[src/rtl/key_debounce_if.sv]
// key_debounce_if: pushbutton signal bundle between a key source and the debouncer
// Signals: key_in raw active-low key; key_level debounced state (1 = pressed);
//   key_press, key_release, key_long one-cycle event pulses.
// Modports: master drives key_in and observes the outputs; slave is the debouncer side.
interface key_debounce_if;
    logic key_in;
    logic key_level;
    logic key_press;
    logic key_release;
    logic key_long;
    modport master (output key_in, input key_level, key_press, key_release, key_long);
    modport slave (input key_in, output key_level, key_press, key_release, key_long);
endinterface

[src/rtl/key_debounce.sv]
// key_debounce: pushbutton debouncer with press/release/long-press pulses
// Ports: clk system clock; rst_n async active-low reset;
//   io_key (key_debounce_if.slave): key_in raw active-low key in, key_level
//   debounced state out, key_press/key_release/key_long one-cycle pulses out.
// Optional: define KEY_DEBOUNCE_LONG_PRESS_EN to build the long-press detector;
//   otherwise key_long is tied low.
module key_debounce #(
    parameter logic [19:0] CNT_MAX  = 20'd999_999,
    parameter logic [24:0] LONG_MAX = 25'd24_999_999
) (
    input logic         clk,
    input logic         rst_n,
    key_debounce_if.slave io_key
);
    localparam int CW = $bits(CNT_MAX);
    localparam logic [1:0] IDLE         = 2'd0;
    localparam logic [1:0] PRESS_WAIT   = 2'd1;
    localparam logic [1:0] PRESSED      = 2'd2;
    localparam logic [1:0] RELEASE_WAIT = 2'd3;

    logic [1:0]    r_sync;
    logic          w_key_s;
    logic [1:0]    r_state;
    logic [CW-1:0] r_cnt;
    logic          r_level;
    logic          r_press;
    logic          r_release;

    // Synchronizer idles high to match an unpressed key.
    always_ff @(posedge clk or negedge rst_n) begin
        if (!rst_n) r_sync <= 2'b11;
        else r_sync <= {r_sync[0], io_key.key_in};
    end

    assign w_key_s = r_sync[1];

    always_ff @(posedge clk or negedge rst_n) begin
        if (!rst_n) begin
            r_state   <= IDLE;
            r_cnt     <= '0;
            r_level   <= 1'b0;
            r_press   <= 1'b0;
            r_release <= 1'b0;
        end else begin
            r_press   <= 1'b0;
            r_release <= 1'b0;
            case (r_state)
                IDLE: begin
                    if (!w_key_s) begin
                        r_state <= PRESS_WAIT;
                        r_cnt   <= '0;
                    end
                end
                PRESS_WAIT: begin
                    if (w_key_s) begin
                        r_state <= IDLE;
                        r_cnt   <= '0;
                    end else if (r_cnt == CNT_MAX) begin
                        r_state <= PRESSED;
                        r_cnt   <= '0;
                        r_press <= 1'b1;
                        r_level <= 1'b1;
                    end else begin
                        r_cnt <= r_cnt + CW'(1);
                    end
                end
                PRESSED: begin
                    if (w_key_s) begin
                        r_state <= RELEASE_WAIT;
                        r_cnt   <= '0;
                    end
                end
                default: begin
                    // A low sample during release debounce is a bounce: back to PRESSED silently.
                    if (!w_key_s) begin
                        r_state <= PRESSED;
                        r_cnt   <= '0;
                    end else if (r_cnt == CNT_MAX) begin
                        r_state   <= IDLE;
                        r_cnt     <= '0;
                        r_release <= 1'b1;
                        r_level   <= 1'b0;
                    end else begin
                        r_cnt <= r_cnt + CW'(1);
                    end
                end
            endcase
        end
    end

    assign io_key.key_level   = r_level;
    assign io_key.key_press   = r_press;
    assign io_key.key_release = r_release;

`ifdef KEY_DEBOUNCE_LONG_PRESS_EN
    localparam int LW = $bits(LONG_MAX);
    logic [LW-1:0] r_long_cnt;
    logic          r_long_done;
    logic          r_long;

    // Counts only while PRESSED, holds through release bounces, and saturates
    // so the pulse fires once per press.
    always_ff @(posedge clk or negedge rst_n) begin
        if (!rst_n) begin
            r_long_cnt  <= '0;
            r_long_done <= 1'b0;
            r_long      <= 1'b0;
        end else begin
            r_long <= 1'b0;
            if (r_state == IDLE) begin
                r_long_cnt  <= '0;
                r_long_done <= 1'b0;
            end else if (r_state == PRESSED) begin
                if (r_long_cnt != LONG_MAX) begin
                    r_long_cnt <= r_long_cnt + LW'(1);
                end else if (!r_long_done) begin
                    r_long      <= 1'b1;
                    r_long_done <= 1'b1;
                end
            end
        end
    end

    assign io_key.key_long = r_long;
`else
    // LONG_MAX only matters when the long-press detector is built.
    logic w_unused_long;
    assign w_unused_long   = ^LONG_MAX;
    assign io_key.key_long = 1'b0;
`endif

endmodule

[src/flat_wrapper.sv]
// flat-port wrapper written by rule: the top's interface ports become plain ports
module key_debounce_flat 
#(
    parameter logic [19:0] CNT_MAX  = 20'd999_999,
    parameter logic [24:0] LONG_MAX = 25'd24_999_999
)
  (clk, rst_n, io_key_key_in, io_key_key_level, io_key_key_press, io_key_key_release, io_key_key_long);
  key_debounce_if io_key_i ();
  input logic clk;
  input logic rst_n;
  input wire logic [$bits(io_key_i.key_in)-1:0] io_key_key_in;
  output wire logic [$bits(io_key_i.key_level)-1:0] io_key_key_level;
  output wire logic [$bits(io_key_i.key_press)-1:0] io_key_key_press;
  output wire logic [$bits(io_key_i.key_release)-1:0] io_key_key_release;
  output wire logic [$bits(io_key_i.key_long)-1:0] io_key_key_long;
  assign io_key_i.key_in = io_key_key_in;
  assign io_key_key_level = io_key_i.key_level;
  assign io_key_key_press = io_key_i.key_press;
  assign io_key_key_release = io_key_i.key_release;
  assign io_key_key_long = io_key_i.key_long;
  key_debounce #(.CNT_MAX(CNT_MAX), .LONG_MAX(LONG_MAX)) u_core (.clk(clk), .rst_n(rst_n), .io_key(io_key_i));
endmodule
[config.mk]
export PLATFORM = sky130hd
export DESIGN_NAME = key_debounce_flat
export DESIGN_NICKNAME = d
export VERILOG_FILES = /design/src/rtl/key_debounce_if.sv /design/src/rtl/key_debounce.sv /design/src/flat_wrapper.sv
export SDC_FILE = /design/constraint.sdc
export NUM_CORES = 1
export LEC_CHECK = 0
export ABC_AREA = 0
export CAP_MARGIN = 20
export CORE_MARGIN = 2
export CORE_UTILIZATION = 55
export CTS_CLUSTER_DIAMETER = 40
export CTS_CLUSTER_SIZE = 40
export DETAILED_ROUTE_END_ITERATION = 10
export PLACE_DENSITY_LB_ADDON = 0.05
export SETUP_SLACK_MARGIN = 0.02
export SLEW_MARGIN = 20
export SYNTH_ARGS = -nofsm -noshare
export SYNTH_HDL_FRONTEND = slang
export SYNTH_SLANG_ARGS = --single-unit
[constraint.sdc]
create_clock -name clk -period 3.4 [get_ports clk]
set_input_delay 0.68 -clock clk [delete_from_list [all_inputs] [get_ports clk]]
set_output_delay 0.68 -clock clk [all_outputs]
set_load 0.01 [all_outputs]
Word-level counts from Yosys, hierarchy flattened
Index checks and enable logic that the tools add are counted.

Shift operators: 0. Mux-type cells: 23. Bitwise gates (word level): 1. Divide/modulo/power cells: 0. Eq/ne operators: 8. Magnitude comparators: 0. Add/sub/neg operators: 1. Reduce and logical (&&, ||, !) cells: 7. Multipliers: 0.

Operators with widths (number): 20-bit 2-to-1 mux (5); 20-bit one-hot mux with 3 select lines (1); 20-bit by 1-bit adder with 20-bit output (second input constant) (1); 20-bit == test (second input constant) (1); 2-bit 2-to-1 mux (6); 1-bit 2-to-1 mux (9); 4-bit AND reduction (2); 2-bit one-hot mux with 3 select lines (1); 2-bit != test (second input constant) (2); 4-bit != test (second input constant) (1); 3-bit by 1-bit != test with 1-bit output (second input constant) (1); 3-bit OR reduction (1); 2-bit by 1-bit == test with 1-bit output (second input constant) (1); 2-bit == test (second input constant) (1); 2-bit zero test (1); 2-bit by 1-bit != test with 1-bit output (second input constant) (1); 1-bit one-hot mux with 2 select lines (1); 2-bit AND reduction (1); 2-bit nonzero test (1); 2-bit OR reduction (1); 1-bit inverter (1).

Output and inout port bits: 4. Latch bits: 0. Input port bits: 3. Register bits: 27. Memories: 0. Bits in writable memories: 0. Memory bits (read-only): 0.

Logic depth before layout (Yosys ltp)
Depth in word-level cells: 4. Depth in mapped cells: 7.

Worst setup path after synthesis
Ideal clock, no wire load.

Path kind: register to register. Start: register u_core.r_state[0]. End: register u_core.r_cnt[15]. Stages on the path, launching flop included: 8. Clock period less this slack: 1.855 ns. Data arrival time: 1.729 ns. Setup time: 0.125 ns. Setup slack: 1.545 ns. Required time: 3.275 ns. Cell sequence: dfrtp_1 -> inv_1 -> ha_1 -> mux2_4 -> nor4_4 -> nand4_1 -> xor2_1 -> nor2_2.

Cells in the longest elaborated chain, start to end: 3. Elaborated cells between the ends (all ways): 7. Classes of those cells: 4 x eq/ne; 1 x mux; 2 x reduce/logical.

Ends and longest elaborated chain: from (decl) (line key_debounce.sv:23) `logic [1:0] r_state;`; from (signal assigned) (line key_debounce.sv:39) `r_state <= IDLE;`; from (signal assigned) (line key_debounce.sv:50) `r_state <= PRESS_WAIT;`; from (signal assigned) (line key_debounce.sv:56) `r_state <= IDLE;`; 2-bit == test / 2-bit zero test (equally long branches) (line key_debounce.sv:47) `case (r_state)`; 2-bit by 1-bit != test with 1-bit output (no line) / 2-bit != test (equally long branches); 2-bit AND reduction (no line); to (signal assigned) (line key_debounce.sv:64) `r_cnt <= r_cnt + CW'(1);`; to (signal assigned) (line key_debounce.sv:84) `r_cnt <= r_cnt + CW'(1);`; to (decl) (line key_debounce.sv:24) `logic [CW-1:0] r_cnt;`.

Several ways; a longest one is shown, not always the timed one. A chain may end at the register's enable or synchronous reset.

Worst setup path after layout
Ends and elaborated chain as after synthesis.

==> results.py <==
metrics = {
    "timing": {
        "worst_pin_slew_ps": 556,
        "skew_ps": 3.10,
        "fmax_mhz": 493,
        "period_minus_slack_ps": 2030,
        "drv_slew": 0,
        "rsz0062_at_grt": "no",
        "finalHoldViolCount": 0,
        "finalSetupViolCount": 0,
        "relSlewSlack_pct": 62.6,
        "setup_tns_ps": 0,
        "post-route-period-util_pct": 59.6,
    },
    "floorplan": {
        "dieArea_um2": 3020,
        "die-width_um": 55.0,
        "design.core.area_um2": 2480,
        "rows": 18,
        "initial_utilization_pct": 57.7,
        "die_h_um": 55.0,
        "num_io_pins": 7,
    },
    "power_and_ir_drop": {
        "power.leakage_nw": 0.633,
        "power_density_nw_per_um2": 496,
        "vdd_ir_drop_max_v": 0.000324,
        "power_mw": 0.755,
    },
    "clocking": {
        "numCtsBuffers": 3,
        "cts_setup_buffers": 0,
        "cts.clk_slew.worst_paths_ps": 140,
        "clk_latency_ps": 320,
        "cts_resized": 0,
        "postCtsHoldBufs": 0,
        "clockRootBuffer": "clkbuf_4",
        "cts_sinks": 27,
        "cts_tree": "done",
        "clk_path_buf_depth": 2,
        "h-tree-depth": 1,
    },
    "grt": {
        "antenna_found_initial": 0,
        "grt_start_max_net_pins": 28,
        "grt_pass1_wl_um": 3950,
        "grt_pass1_vias": 922,
        "grt.overflow.total": 0,
        "track_usage_pct": 18.5,
    },
    "yosys": {
        "synthDistinctLibCells": 33,
        "synth_largest_area_cell": "dfrtp_1",
        "synth-seq-area-share_pct": 47.4,
        "ys_ff_latch": 27,
        "synthTopCellsByCount": "dfrtp_1, nor2_1, nand2_1, xor2_1, nand3_1",
        "synth-warning-count": 0,
        "yosysMostFrequentCell": "dfrtp_1",
        "synth_edf_count": 0,
        "synthArstFlopShare_pct": 100,
        "syn_avg_cell_area_um2": 10.6,
        "synthCells": 135,
        "syn_nets": 144,
        "synth_top_area_share_pct": 43.7,
        "netlist_area_um2": 1430,
        "synthFlopType": "dfrtp_1",
        "ys_top_cells_by_area": "dfrtp_1, xor2_1, ha_1, nor2_1, dfstp_2",
    },
    "setup_path": {
        "critPathTopFamily": "simple AND/OR/NAND/NOR gates",
        "crit_chain": "inv_1 > ha_1 > mux2_4 > nor4_4 > nand4_1 > xor2_1 > nor2_2",
        "cp_slowest_cell": "dfrtp_1",
        "worstSetupStartpointType": "flip-flop",
        "crit_fanout": 9,
        "cp.arrival_ps": 2240,
        "required_ps": 3610,
        "path_buf_inv": 1,
        "worstSetupEndpointType": "flip-flop",
        "r2r-end": "u_core.r_cnt[15]$_DFFE_PN0P_",
        "rr_worst_depth": 7,
        "max_stage_delay_ps": 440,
        "r2r_start": "u_core.r_state[0]$_DFFE_PN0P_",
        "rrSetupSlack_ps": 1370,
        "critical_path_class": "reg2reg",
    },
    "route": {
        "drt_iter0_markers": 5,
        "viasPerCell": 5.50,
        "drtAntennaViolNets": 0,
        "totalWireLength_um": 2310,
        "via_count": 946,
        "remaining_drc_errors": 0,
        "avgRoutedWirePerCell_um": 13.4,
        "drt_first_pass_iters": 4,
    },
    "placed_design": {
        "gp_congestion": 0.731,
        "hpwl_um": 1650,
        "port_buffers": 5,
    },
    "run": {
        "max_cap_violations": 0,
    },
    "final_layout": {
        "syn_to_final_growth_pct": 6.39,
        "drive_gt1_share_pct": 12.7,
        "n_antenna_cell": 0,
        "fin_nets": 152,
    },
    "hold_path": {
        "hold_path_depth": 0,
        "hp-class": "reg2reg",
        "holdPathEnd": "u_core.r_sync[1]$_DFF_PN1_",
        "min_from": "u_core.r_sync[0]$_DFF_PN1_",
    },
    "outcome": {
        "outcome": "finished clean",
    },
}
placed cells by master (no fill, tap or decap), types with 2 or more instances in the layout:
master / n
dfrtp_1: 25
nor2_1: 20
nand2_1: 13
xor2_1: 13
nand3_1: 8
ha_1: 6
inv_1: 5
xnor2_1: 5
clkdlybuf4s50_1: 5
o21ai_0: 4
nand4_1: 4
and4_1: 3
clkbuf_4: 3
nor3_1: 2
nor4_4: 2
nor2_2: 2
mux2i_1: 2
or2_2: 2
dfstp_2: 2
cell type report:
type,instances,area [um^2]
fill,212,956
multi-input combinational,100,703
sequential,27,678
timing repair buffer,6,57.6
tap,30,37.5
clock buffer,4,26.3
inverter,5,18.8
metrics by stage:
| stage | setup WS [ps] | std cells | instance area, um^2 | hold slack, ps | util, % |
|---|---|---|---|---|---|
| 4_1_cts | 1350 | 172 | 1520 | 371 | 61.4 |
| 3_5_place_dp | 1360 | 168 | 1500 | 352 | 60.4 |
| 3_3_place_gp | 1420 | 168 | 1500 | 349 | 60.4 |
| 6_report | 1370 | 172 | 1520 | 369 | 61.4 |
| 5_1_grt | 1190 | 172 | 1520 | 375 | 61.4 |
| 2_1_floorplan | 1550 | 135 | 1430 | 345 | - |
cells by family (layout without fill, tap and decap cells):
| group | Yosys count | count (layout) | share of synthesized area (%) |
|---|---|---|---|
| other | 1 | 1 | 0.262 |
| buffers and inverters | 8 | 15 | 3.41 |
| DFF | 27 | 27 | 47.4 |
| xor gates and xnor gates | 18 | 18 | 11.0 |
| and+or+nand+nor | 62 | 62 | 24.8 |
| muxes | 4 | 4 | 3.24 |
| adders and majority gates | 6 | 6 | 5.25 |
| AOI/OAI and AO/OA | 9 | 9 | 4.55 |
registers in the layout, indices dropped and copies added (netlist names), named ones only:
signal	cells
u_core.r_state	1
u_core.io_key.key_level	1
u_core.io_key.key_release	1
u_core.r_cnt	20
u_core.r_sync	2
u_core.io_key.key_press	1
per-layer routing:
metal	vias to the layer above	track usage [%]	part of all wire, %
met5	-	0	0
met4	0	9.76	1.9
met3	4	2.42	1.6
met2	8	30.2	46
met1	462	24.0	51
li1	472	-	-
how the worst max path moves through the flow:
stage	start	endpoint	slack, ps	cells past startpoint
5_1_grt	u_core.r_cnt[0]$_DFFE_PN0P_	u_core.r_cnt[6]$_DFFE_PN0P_	1190	6
3_5_place_dp	u_core.r_state[0]$_DFFE_PN0P_	u_core.r_cnt[15]$_DFFE_PN0P_	1360	7
4_1_cts	u_core.r_state[0]$_DFFE_PN0P_	u_core.r_cnt[15]$_DFFE_PN0P_	1350	7
6_report	u_core.r_state[0]$_DFFE_PN0P_	u_core.r_cnt[15]$_DFFE_PN0P_	1370	7
2_1_floorplan	u_core.r_state[0]$_DFFE_PN0P_	u_core.r_cnt[15]$_DFFE_PN0P_	1550	7
3_3_place_gp	u_core.r_cnt[0]$_DFFE_PN0P_	u_core.r_cnt[13]$_DFFE_PN0P_	1420	6
where the power goes:
part           total, mW  switching (mW)  leakage [nW]  internal (mW)
registers          0.365          0.0221         0.365          0.343
clock network      0.138          0.0918        0.0150         0.0460
logic              0.252           0.165         0.253         0.0877
total              0.755           0.278         0.633          0.477
(Power assumes the default switching activity.)
